==> config.mk <==
export PLATFORM = sky130hd
export DESIGN_NAME = hazard_scoreboard_flat
export DESIGN_NICKNAME = d
export VERILOG_FILES = /design/src/rtl/hazard_scoreboard_if.sv /design/src/rtl/hazard_scoreboard.sv /design/src/flat_wrapper.sv
export SDC_FILE = /design/constraint.sdc
export NUM_CORES = 1
export LEC_CHECK = 0
export ABC_CLOCK_PERIOD_IN_PS = 8100
export BUFFER_PORTS_ARGS = -buffer_cell sky130_fd_sc_hd__buf_4
export CAP_MARGIN = 15
export CORE_MARGIN = 2
export CORE_UTILIZATION = 40
export DETAILED_ROUTE_END_ITERATION = 10
export GPL_TIMING_DRIVEN = 0
export PLACE_DENSITY = 0.58
export SLEW_MARGIN = 20
export SYNTH_ARGS = -nofsm -noshare
export SYNTH_HDL_FRONTEND = slang
export SYNTH_SLANG_ARGS = --single-unit
==> constraint.sdc <==
create_clock -name clk -period 8.1 [get_ports clk]
set_clock_uncertainty 0.05 [all_clocks]
set_input_delay 2.025 -clock clk [delete_from_list [all_inputs] [get_ports clk]]
set_output_delay 2.025 -clock clk [all_outputs]
set_load 0.02 [all_outputs]
==> src/rtl/hazard_scoreboard_if.sv <==
// D-stage register-usage bundle and hazard controls exchanged with the scoreboard.
// master = decoder side (drives instruction info), slave = hazard_scoreboard.
interface hazard_scoreboard_if #(
  parameter int AW = 5,
  parameter int TW = 3,
  parameter int FW = 2
);
  logic          d_valid;
  logic [AW-1:0] d_a1;
  logic [AW-1:0] d_a2;
  logic [TW-1:0] d_tuse1;
  logic [TW-1:0] d_tuse2;
  logic [AW-1:0] d_a3;
  logic          d_we;
  logic [TW-1:0] d_tnew;
  logic          d_md_start;
  logic          d_md_div;
  logic          d_md_use;
  logic          stall;
  logic [FW-1:0] fwd1;
  logic [FW-1:0] fwd2;
  logic          md_busy;

  modport master (
    output d_valid, d_a1, d_a2, d_tuse1, d_tuse2, d_a3, d_we, d_tnew,
           d_md_start, d_md_div, d_md_use,
    input  stall, fwd1, fwd2, md_busy
  );

  modport slave (
    input  d_valid, d_a1, d_a2, d_tuse1, d_tuse2, d_a3, d_we, d_tnew,
           d_md_start, d_md_div, d_md_use,
    output stall, fwd1, fwd2, md_busy
  );
endinterface

==> src/rtl/hazard_scoreboard.sv <==
// Shift scoreboard of in-flight register writes: D-stage stall, forward selects, MDU interlock.
// Optional macro HAZ_STALL_CNT_EN adds a saturating 32-bit stall_cnt output.
module hazard_scoreboard #(
  parameter int DEPTH   = 3,
  parameter int AW      = 5,
  parameter int TW      = 3,
  parameter int FW      = 2,
  parameter int MUL_CYC = 5,
  parameter int DIV_CYC = 10
) (
  input  logic                 clk,
  input  logic                 reset,
  hazard_scoreboard_if.slave   hz
`ifdef HAZ_STALL_CNT_EN
  ,
  output logic [31:0]          stall_cnt
`endif
);
  localparam int CW = $clog2(DIV_CYC + 1);
  localparam logic [TW-1:0] NOT_USED = '1;

  typedef struct packed {
    logic          v;
    logic [AW-1:0] a3;
    logic [TW-1:0] tnew;
  } ent_t;

  ent_t          sb [DEPTH];
  logic [CW-1:0] md_cnt;

  logic [1:0][AW-1:0] src_a;
  logic [1:0][TW-1:0] src_tu;
  logic [1:0][FW-1:0] src_fwd;
  logic [1:0]         src_stall;
  logic               md_busy_raw;
  logic               stall_raw;
  logic               accept;

  assign src_a  = {hz.d_a2, hz.d_a1};
  assign src_tu = {hz.d_tuse2, hz.d_tuse1};

  // Scan oldest to youngest so the lowest-index match overwrites older ones.
  for (genvar s = 0; s < 2; s++) begin : g_src
    logic [FW-1:0] fsel;
    logic [TW-1:0] mt;
    logic          hit;

    always_comb begin
      fsel = '0;
      mt   = '0;
      hit  = 1'b0;
      for (int i = DEPTH - 1; i >= 0; i--) begin
        if (sb[i].v && (sb[i].a3 == src_a[s])) begin
          fsel = FW'(i + 1);
          mt   = sb[i].tnew;
          hit  = 1'b1;
        end
      end
    end

    assign src_fwd[s]   = fsel;
    assign src_stall[s] = hit && (src_a[s] != '0) && (src_tu[s] != NOT_USED) &&
                          (mt > src_tu[s]);
  end

  assign md_busy_raw = (md_cnt != '0);
  assign stall_raw   = hz.d_valid & ((|src_stall) | (hz.d_md_use & md_busy_raw));

  assign hz.stall   = ~reset & stall_raw;
  assign hz.md_busy = ~reset & md_busy_raw;
  assign hz.fwd1    = reset ? '0 : src_fwd[0];
  assign hz.fwd2    = reset ? '0 : src_fwd[1];

  assign accept = hz.d_valid & ~hz.stall;

  // The shift never freezes; a stall only turns entry 0 into a bubble.
  always_ff @(posedge clk) begin
    if (reset) begin
      for (int i = 0; i < DEPTH; i++) sb[i] <= '0;
      md_cnt <= '0;
    end else begin
      if (accept) begin
        sb[0].v    <= hz.d_we & (hz.d_a3 != '0);
        sb[0].a3   <= hz.d_a3;
        sb[0].tnew <= hz.d_tnew;
      end else begin
        sb[0] <= '0;
      end
      for (int i = 1; i < DEPTH; i++) begin
        sb[i].v    <= sb[i-1].v;
        sb[i].a3   <= sb[i-1].a3;
        sb[i].tnew <= (sb[i-1].tnew == '0) ? '0 : sb[i-1].tnew - 1'b1;
      end

      if (accept && hz.d_md_start)
        md_cnt <= hz.d_md_div ? CW'(DIV_CYC) : CW'(MUL_CYC);
      else if (md_busy_raw)
        md_cnt <= md_cnt - 1'b1;
    end
  end

`ifdef HAZ_STALL_CNT_EN
  always_ff @(posedge clk) begin
    if (reset)
      stall_cnt <= '0;
    else if (hz.stall && (stall_cnt != 32'hFFFF_FFFF))
      stall_cnt <= stall_cnt + 32'd1;
  end
`endif
endmodule
==> src/flat_wrapper.sv <==
// flat-port wrapper written by rule: the top's interface ports become plain ports
module hazard_scoreboard_flat 
#(
  parameter int DEPTH   = 3,
  parameter int AW      = 5,
  parameter int TW      = 3,
  parameter int FW      = 2,
  parameter int MUL_CYC = 5,
  parameter int DIV_CYC = 10
)
  (clk, reset, hz_d_valid, hz_d_a1, hz_d_a2, hz_d_tuse1, hz_d_tuse2, hz_d_a3, hz_d_we, hz_d_tnew, hz_d_md_start, hz_d_md_div, hz_d_md_use, hz_stall, hz_fwd1, hz_fwd2, hz_md_busy);
  hazard_scoreboard_if #(.AW(AW), .TW(TW), .FW(FW)) hz_i ();
  input  logic clk;
  input  logic reset;
  input wire logic [$bits(hz_i.d_valid)-1:0] hz_d_valid;
  input wire logic [$bits(hz_i.d_a1)-1:0] hz_d_a1;
  input wire logic [$bits(hz_i.d_a2)-1:0] hz_d_a2;
  input wire logic [$bits(hz_i.d_tuse1)-1:0] hz_d_tuse1;
  input wire logic [$bits(hz_i.d_tuse2)-1:0] hz_d_tuse2;
  input wire logic [$bits(hz_i.d_a3)-1:0] hz_d_a3;
  input wire logic [$bits(hz_i.d_we)-1:0] hz_d_we;
  input wire logic [$bits(hz_i.d_tnew)-1:0] hz_d_tnew;
  input wire logic [$bits(hz_i.d_md_start)-1:0] hz_d_md_start;
  input wire logic [$bits(hz_i.d_md_div)-1:0] hz_d_md_div;
  input wire logic [$bits(hz_i.d_md_use)-1:0] hz_d_md_use;
  output wire logic [$bits(hz_i.stall)-1:0] hz_stall;
  output wire logic [$bits(hz_i.fwd1)-1:0] hz_fwd1;
  output wire logic [$bits(hz_i.fwd2)-1:0] hz_fwd2;
  output wire logic [$bits(hz_i.md_busy)-1:0] hz_md_busy;
  assign hz_i.d_valid = hz_d_valid;
  assign hz_i.d_a1 = hz_d_a1;
  assign hz_i.d_a2 = hz_d_a2;
  assign hz_i.d_tuse1 = hz_d_tuse1;
  assign hz_i.d_tuse2 = hz_d_tuse2;
  assign hz_i.d_a3 = hz_d_a3;
  assign hz_i.d_we = hz_d_we;
  assign hz_i.d_tnew = hz_d_tnew;
  assign hz_i.d_md_start = hz_d_md_start;
  assign hz_i.d_md_div = hz_d_md_div;
  assign hz_i.d_md_use = hz_d_md_use;
  assign hz_stall = hz_i.stall;
  assign hz_fwd1 = hz_i.fwd1;
  assign hz_fwd2 = hz_i.fwd2;
  assign hz_md_busy = hz_i.md_busy;
  hazard_scoreboard #(.DEPTH(DEPTH), .AW(AW), .TW(TW), .FW(FW), .MUL_CYC(MUL_CYC), .DIV_CYC(DIV_CYC)) u_core (.clk(clk), .reset(reset), .hz(hz_i));
endmodule
After elaboration in Yosys (flattened, before gate mapping)
Memory sizes are Yosys's and may differ from the RTL's.
Index checks and enable logic that the tools add are counted.
{ "classes": {"addsub": 3, "magnitude_cmp": 2, "eq_ne": 8, "muxes": 46, "n_bitwise": 21, "reduce_logical": 21} }
{ "op_table": {"columns": ["cell", "n"], "rows": [
  ["$mux W3", 12],
  ["$eq A5 B5 Y1", 6],
  ["$mux W5", 4],
  ["$mux W1", 19],
  ["$mux W2", 8],
  ["$reduce_bool A5 Y1", 3],
  ["$logic_and A1 B1 Y1", 13],
  ["$or A1 B1 Y1", 13],
  ["$mux W4", 3],
  ["$and A1 B1 Y1", 6],
  ["$gt A3 B3 Y1", 2],
  ["$logic_not A3 Y1", 2],
  ["$ne A3 B3 Y1 const B", 2],
  ["$sub A3 B1 Y3 const B", 2],
  ["$reduce_bool A4 Y1", 1],
  ["$sub A4 B1 Y4 const B", 1],
  ["$not A1 Y1", 2],
  ["$reduce_bool A2 Y1", 1],
  ["$reduce_or A2 Y1", 1]
]} }
{ "totals": {"regBits": 4, "ramBits": 27, "output_inout_bits": 6, "n_memories": 1} }
{ "memory_table": {"columns": ["memory", "words", "width", "rd", "rd_clocked_by_memory_dff", "wr", "line_no", "source"], "rows": [
  ["u_core.sb", 3, 9, 3, 0, 3, "hazard_scoreboard.sv:28", "ent_t sb [DEPTH];"]
]} }

Depth between registers and ports, before layout
Gate-level depths: netlist (run 1).
An unclocked memory read counts as a cell.
{ "depth": {"word_depth": 20, "mapped_depth": 15, "depth_no_buf": 13} }

Worst setup path after synthesis (run 1)
Ideal clock, no wire load.
{ "synth_timing": {"kind": "in2out", "startpoint": "input port hz_d_a2[1]", "endpoint": "output port hz_stall", "t_arrival_ns": 4.403, "t_required_ns": 6.025, "setup_slack_ns": 1.622, "stages": 10, "n_path_buf": 0, "cell_sequence": "xor2_1 nor4_1 and3_1 nor2b_1 a221oi_1 a21o_1 ha_1 a311oi_1 o311ai_4 a31oi_1"} }
{ "synth_between": {"elab_chain_len": 12} }
{ "synth_rtl": {"columns": ["item", "line_no", "source"], "rows": [
  ["from (decl)", "flat_wrapper.sv:17", "input wire logic [$bits(hz_i.d_a2)-1:0] hz_d_a2;"],
  ["parallel branches: the longest is 7 deep, another holds $gt A3 B3 Y1", null, null],
  ["$logic_and A1 B1 Y1 *", "hazard_scoreboard.sv:62", "assign src_stall[s] = hit && (src_a[s] != '0) && (src_tu[s] != NOT_USED) &&"],
  ["$reduce_or A2 Y1 *", "hazard_scoreboard.sv:67", "assign stall_raw = hz.d_valid & ((|src_stall) | (hz.d_md_use & md_busy_raw));"],
  ["$or A1 B1 Y1 *", "hazard_scoreboard.sv:67", null],
  ["$and A1 B1 Y1 *", "hazard_scoreboard.sv:67", null],
  ["$and A1 B1 Y1 *", "hazard_scoreboard.sv:69", "assign hz.stall = ~reset & stall_raw;"],
  ["to (decl)", "flat_wrapper.sv:26", "output wire logic [$bits(hz_i.stall)-1:0] hz_stall;"]
]} }
Mark *: on every way between the ends.

Worst setup path after layout (run 1)
Same ends and word-level chain as after synthesis.

==> results of run 1 <==
-- metrics by stage --
stage / std cells / power (W) / worst slack, ns / utilization [%]
6_report: 344 / 0.000444 / 1.14 / 52.0
5_1_grt: 344 / 0.000471 / 0.954 / 52.0
4_1_cts: 344 / 0.000449 / 1.17 / 52.0
3_5_place_dp: 336 / 0.000329 / 1.18 / 50.3
3_3_place_gp: 336 / 0.000328 / 1.18 / 50.3
2_1_floorplan: 230 / 0.000291 / 1.62 / -
-- synthesized netlist by cell type (all sizes together) (5+ instances only) --
| cell | number | share of area (%) |
|---|---|---|
| a21oi | 6 | 1.4 |
| a221oi | 6 | 2.5 |
| and2 | 9 | 2.7 |
| and3 | 8 | 2.4 |
| edfxtp | 27 | 38 |
| ha | 11 | 6.5 |
| inv | 11 | 2.0 |
| mux2i | 6 | 2.8 |
| nand2b | 8 | 2.4 |
| nor2 | 13 | 2.3 |
| nor2b | 17 | 5.0 |
| nor3 | 5 | 1.2 |
| nor4 | 6 | 1.8 |
| xnor2 | 7 | 2.9 |
| xor2 | 24 | 9.9 |
-- cell families (layout without fill, tap and decap cells) --
family	count (synthesis)	count (layout)	share of synthesized area, %
muxes	6	6	2.84
adders and majority gates	11	11	6.51
AOI/OAI and AO/OA	27	27	10.4
DFF	31	31	42.1
xor gates and xnor gates	31	31	12.8
and+or+nand+nor	78	78	21.1
other	1	27	0.177
buffers and inverters	19	63	4.02
-- cell type report --
cell class | count | area [µm²]
Buffer | 8 | 43.8
Tap cell | 70 | 87.6
Clock inverter | 3 | 15.0
Clock buffer | 5 | 68.8
Timing Repair Buffer | 36 | 270
Multi-Input combinational cell | 180 | 1240
Sequential cell | 31 | 891
Fill cell | 515 | 2450
Inverter | 11 | 41.3
-- placed cells by master, fill, tap and decap left out, drive strengths merged, types with 2 or more instances in the layout --
cell type and instances:
buf 40, edfxtp 27, conb 27, xor2 24, nor2b 17, nor2 13
inv 11, ha 11, and2 9, clkbuf 9, and3 8, nand2b 8
xnor2 7, nor4 6, a221oi 6, a21oi 6, mux2i 6, nor3 5
nand2 4, dfxtp 4, a21o 3, or4 2, o21ai 2, a31oi 2
or3 2, or2 2, clkinv 2
-- sequential cells by signal (all words and copies together), names as in the netlist --
name,count
u_core.md_cnt,4
u_core.sb,27
-- where the power goes --
group	switching [W]	internal, W	total, W
registers	0.0000135	0.000193	0.000207
clock network	0.0000617	0.0000583	0.000120
logic	0.0000588	0.0000589	0.000118
-- worst max-delay path, delay by kind of cell --
kind,cells,cell delay (ns)
adder cells (fa/ha/maj),1,0.26
AO/OA/AOI/OAI,5,1.22
AND/OR/NAND/NOR,3,0.94
XOR/XNOR,1,0.14
buffers and inverters,2,0.31
-- layer usage --
layer,global-route usage (%),up-vias
li1,-,834
met1,19.3,731
met2,25.1,31
met3,4.00,6
met4,4.91,0
met5,0,-
-- path summary, 6_finish.rpt --
path | from | endpoint | depth (start not counted) | slack, ns
hold / removal | u_core.sb[0][0] | u_core.sb[1][0] | 1 | 0.51
setup reg to reg | u_core.sb[2][4] | u_core.sb[0][0] | 12 | 4.46
hold reg to reg | u_core.sb[0][0] | u_core.sb[1][0] | 1 | 0.51
setup / recovery | hz_d_a2[1] | hz_stall | 12 | 1.14
==> impl_metrics.py, run 1 <==
metrics = {
    "global_route": {
        "grt_usage_pct": 15.2,
        "overflow": 0,
        "antenna_found_initial": 0,
        "grt_max_degree": 11,
        "grt_pass1_wl_um": 6870,
        "grt_pass1_vias": 1508,
    },
    "synth": {
        "ys_ff_latch": 31,
        "synth-main-ff-cell": "edfxtp_1",
        "ys_warn_count": 0,
        "synth_cell_types": 38,
        "synth-edff-count": 27,
        "synth-async-reset-ratio_pct": 0,
        "syn_area_um2": 2110,
        "avgSynthCellArea_um2": 10.4,
        "syn_inst": 204,
        "ys_seq_area_share_pct": 42.1,
    },
    "drt": {
        "drc": 0,
        "viasPerCell": 4.66,
        "drt-total-wl_um": 4230,
        "met2WireLength_um": 2020,
        "met1Wirelength_um": 1950,
        "routedWlPerCell_um": 12.3,
        "vias": 1602,
        "route.met3.wl_um": 199,
        "antenna_left": 0,
        "highest_layer": "met4",
        "drt_first_pass_iters": 4,
        "drt_iter0_drc": 46,
    },
    "finish": {
        "drive_gt1_share_pct": 18.2,
        "final_area_um2": 2650,
        "area_growth_pct": 25.5,
        "diodes": 0,
        "finalNetCount": 315,
    },
    "floorplan": {
        "design.die.area_um2": 5880,
        "io_pins": 37,
        "dieWidth_um": 76.7,
        "num_rows": 26,
        "core_area_um2": 5110,
        "start_util_pct": 41.4,
        "fp.dieH_um": 76.7,
    },
    "worst_hold_path": {
        "hold_path.class": "reg2reg",
    },
    "sta": {
        "max_freq_ghz": 0.144,
        "hold_viol_final": 0,
        "grt_setup_unrepaired": "false",
        "min_period_ns": 6.96,
        "max_slew_margin_pct": 64.0,
        "fin_crit_sh_pct": 85.9,
        "setup_violations": 0,
        "worstMarginPinSlew_ns": 0.538,
        "holdWs_ns": 0.513,
        "setup_tns_ns": 0,
        "drv_slew": 0,
    },
    "clock_network": {
        "ctsHoldBuffers": 0,
        "clkTransAtPathRegs_ns": 0.07,
        "cts-buffers-inserted": 5,
        "post-cts-setup-buffers": 0,
        "h-tree-depth": 2,
        "post_cts_resized": 0,
        "cts_tree": "done",
        "insertion_delay_ns": 0.29,
        "cts_buffer_depth": 2,
        "cts_sinks": 31,
        "root_buffer": "clkbuf_8",
    },
    "critical_path": {
        "cp_max_fo": 4,
        "path_cells": "buf_4 -> xor2_1 -> nor4_1 -> and3_1 -> nor2b_1 -> a221oi_1 -> a21o_1 -> ha_1 -> a311oi_1 -> o311ai_4 -> a31oi_1 -> buf_4",
        "end_kind": "primary output",
        "crit_path_top_delay_cell": "a311oi_1",
        "crit_top_cell": "buf_4",
        "startpoint_type": "primary input",
        "cp_data_required_time_ns": 6.03,
        "crit_path_max_incr_delay_ns": 0.46,
        "arrival_ns": 4.89,
        "crit_type": "in2out",
    },
    "placement": {
        "place_hpwl_um": 3440,
        "gp_congestion": 0.780,
        "placed_cell_area_um2": 2570,
        "io_buffers": 36,
    },
    "outcome": {
        "outcome": "finished, final reports clean",
    },
    "power": {
        "p_leak_nw": 1.17,
        "ir_drop_mv": 0.0904,
        "power_density_nw_per_um2": 167,
    },
    "job": {
        "cap_violations": 0,
    },
}
Note: power is estimated with default switching activity, not from simulation.
==> run 2: changes to the inputs <==
--- a/config.mk
+++ b/config.mk
@@ -13,6 +13,7 @@
 export DETAILED_ROUTE_END_ITERATION = 10
 export GPL_TIMING_DRIVEN = 0
 export PLACE_DENSITY = 0.58
+export REMOVE_ABC_BUFFERS = 1
 export SLEW_MARGIN = 20
 export SYNTH_ARGS = -nofsm -noshare
 export SYNTH_HDL_FRONTEND = slang
==> run 2 against run 1 <==
Against the previous run:
- global-route usage increased by 0.083 points
- total power is 8.7% higher
- design area decreased by 0.38%
- die area unchanged
- largest power group unchanged
==> impl_metrics.py, run 2 (same netlist as run 1, synthesis figures left out) <==
metrics = {
    "critical_path": {
        "startpoint_type": "primary input",
        "crit_type": "in2out",
        "cp_max_fo": 4,
        "arrival_ns": 4.84,
        "cp_data_required_time_ns": 6.03,
        "end_kind": "primary output",
        "path_cells": "buf_4 -> xor2_1 -> nor4_1 -> and3_1 -> nor2b_1 -> a221oi_1 -> a21oi_1 -> ha_1 -> a311oi_1 -> o311ai_4 -> a31oi_1 -> buf_4",
        "crit_path_top_delay_cell": "a311oi_1",
        "crit_path_max_incr_delay_ns": 0.41,
        "crit_top_cell": "buf_4",
        "worst-r2r-cell-count": 11,
    },
    "finish": {
        "final_common_cell": "buf_4",
        "largestRegisters": "u_core.sb x27, u_core.md_cnt x4",
        "mostFrequentLayoutCells": "buf_4, edfxtp_1, conb_1, xor2_1, nor2b_1",
        "diodes": 0,
        "final_util_pct": 51.8,
        "largest_reg_flops": 27,
        "finalNetCount": 307,
        "drive_gt1_share_pct": 18.0,
        "top_register": "u_core.sb",
        "area_growth_pct": 25.0,
    },
    "clock_network": {
        "root_buffer": "clkbuf_8",
        "post-cts-setup-buffers": 0,
        "clkTransAtPathRegs_ns": 0.06,
        "insertion_delay_ns": 0.29,
        "cts_sinks": 31,
        "post_cts_resized": 0,
        "h-tree-depth": 2,
        "cts_buffer_depth": 2,
        "cts-buffers-inserted": 5,
        "ctsHoldBuffers": 0,
        "cts_tree": "done",
    },
    "global_route": {
        "met1_usage_pct": 20.5,
        "grt_util_met3_pct": 3.29,
        "antenna_found_initial": 0,
        "grt_pass1_vias": 1517,
        "overflow": 0,
        "grt_pass1_wl_um": 6960,
        "top_usage_layer": "met2",
        "grt.met2_usage_pct": 23.7,
        "grt_max_degree": 31,
        "grt_usage_pct": 15.2,
    },
    "drt": {
        "drt_first_pass_iters": 4,
        "antenna_left": 0,
        "drc": 0,
        "drt_iter0_drc": 54,
        "routedWlPerCell_um": 12.5,
        "drt-total-wl_um": 4200,
        "viasPerCell": 4.74,
        "vias": 1593,
    },
    "power": {
        "ir_drop_mv": 0.110,
        "fin_total_pwr_w": 0.000483,
        "p_leak_nw": 1.17,
        "power_density_nw_per_um2": 183,
    },
    "sta": {
        "fin_crit_sh_pct": 85.4,
        "worstMarginPinSlew_ns": 0.589,
        "drv_slew": 0,
        "setup_tns_ns": 0,
        "setup_violations": 0,
        "hold_viol_final": 0,
        "max_slew_margin_pct": 60.7,
        "min_period_ns": 6.92,
        "max_freq_ghz": 0.145,
        "grt_setup_unrepaired": "false",
    },
    "job": {
        "cap_violations": 0,
    },
    "placement": {
        "place_hpwl_um": 3320,
        "io_buffers": 36,
        "gp_congestion": 0.758,
    },
    "floorplan": {
        "start_util_pct": 41.4,
        "core_area_um2": 5110,
        "design.die.area_um2": 5880,
        "dieWidth_um": 76.7,
        "num_rows": 26,
        "io_pins": 37,
        "fp.dieH_um": 76.7,
    },
    "outcome": {
        "outcome": "finished, final reports clean",
    },
    "worst_hold_path": {
        "hold_depth": 1,
        "hold_path.class": "reg2reg",
    },
}
[run 2: cell types whose count changed in the layout (fill, tap and decap cells not counted)]
| cell | previous run | this run |
|---|---|---|
| buf_4 | 37 | 36 |
| clkinv_2 | 0 | 1 |
| bufinv_16 | 0 | 1 |
| clkinvlp_4 | 1 | 0 |
| clkbuf_1 | 4 | 0 |
| clkbuf_8 | 5 | 6 |
| buf_2 | 2 | 0 |
| buf_6 | 1 | 0 |
| clkinv_1 | 2 | 0 |
[run 2: routing by layer]
layer / wire length (µm) / share of wire [%]
met5: 0 / 0
met4: 77 / 1.8
met3: 177 / 4.2
met2: 1880 / 45
met1: 2070 / 49
[run 2: area by class of cell]
class / count / area [µm²]
Multi-Input combinational cell: 180 / 1240
Clock buffer: 6 / 82.6
Tap cell: 70 / 87.6
Timing Repair Buffer: 36 / 270
Inverter: 11 / 41.3
Fill cell: 487 / 2460
Sequential cell: 31 / 891
Clock inverter: 2 / 35.0
[run 2: path summary, 6_finish.rpt]
check / startpoint / endpoint / slack (ns)
worst max-delay path: hz_d_a2[1] / hz_stall / 1.18
worst min-delay path: u_core.sb[0][0] / u_core.sb[1][0] / 0.50
worst max register to register: u_core.sb[2][4] / u_core.sb[0][7] / 4.55
worst min register to register: u_core.sb[0][0] / u_core.sb[1][0] / 0.50
[run 2: where the power goes]
part,internal (W),switching (W)
Combinational,0.0000574,0.0000577
Clock,0.0000995,0.0000607
Sequential,0.000193,0.0000146
Total,0.000350,0.000133
[run 2: per-stage QoR]
step / instances / worst slack [ns] / hold slack (ns) / instance area (µm²)
after floorplan: 222 / 1.62 / 0.478 / 2170
final: 336 / 1.18 / 0.502 / 2640
after global routing: 336 / 1.04 / 0.539 / 2640
after global placement: 328 / 1.22 / 0.493 / 2530
after CTS: 336 / 1.21 / 0.503 / 2640
after detailed placement: 328 / 1.25 / 0.493 / 2530
[run 2: worst max-delay path: cells and delay by family]
| kind | cells | cell delay [ns] |
|---|---|---|
| AOI/OAI and AO/OA | 5 | 1.17 |
| and+or+nand+nor | 3 | 0.95 |
| xor gates and xnor gates | 1 | 0.13 |
| adders and majority gates | 1 | 0.27 |
| buffers and inverters | 2 | 0.30 |
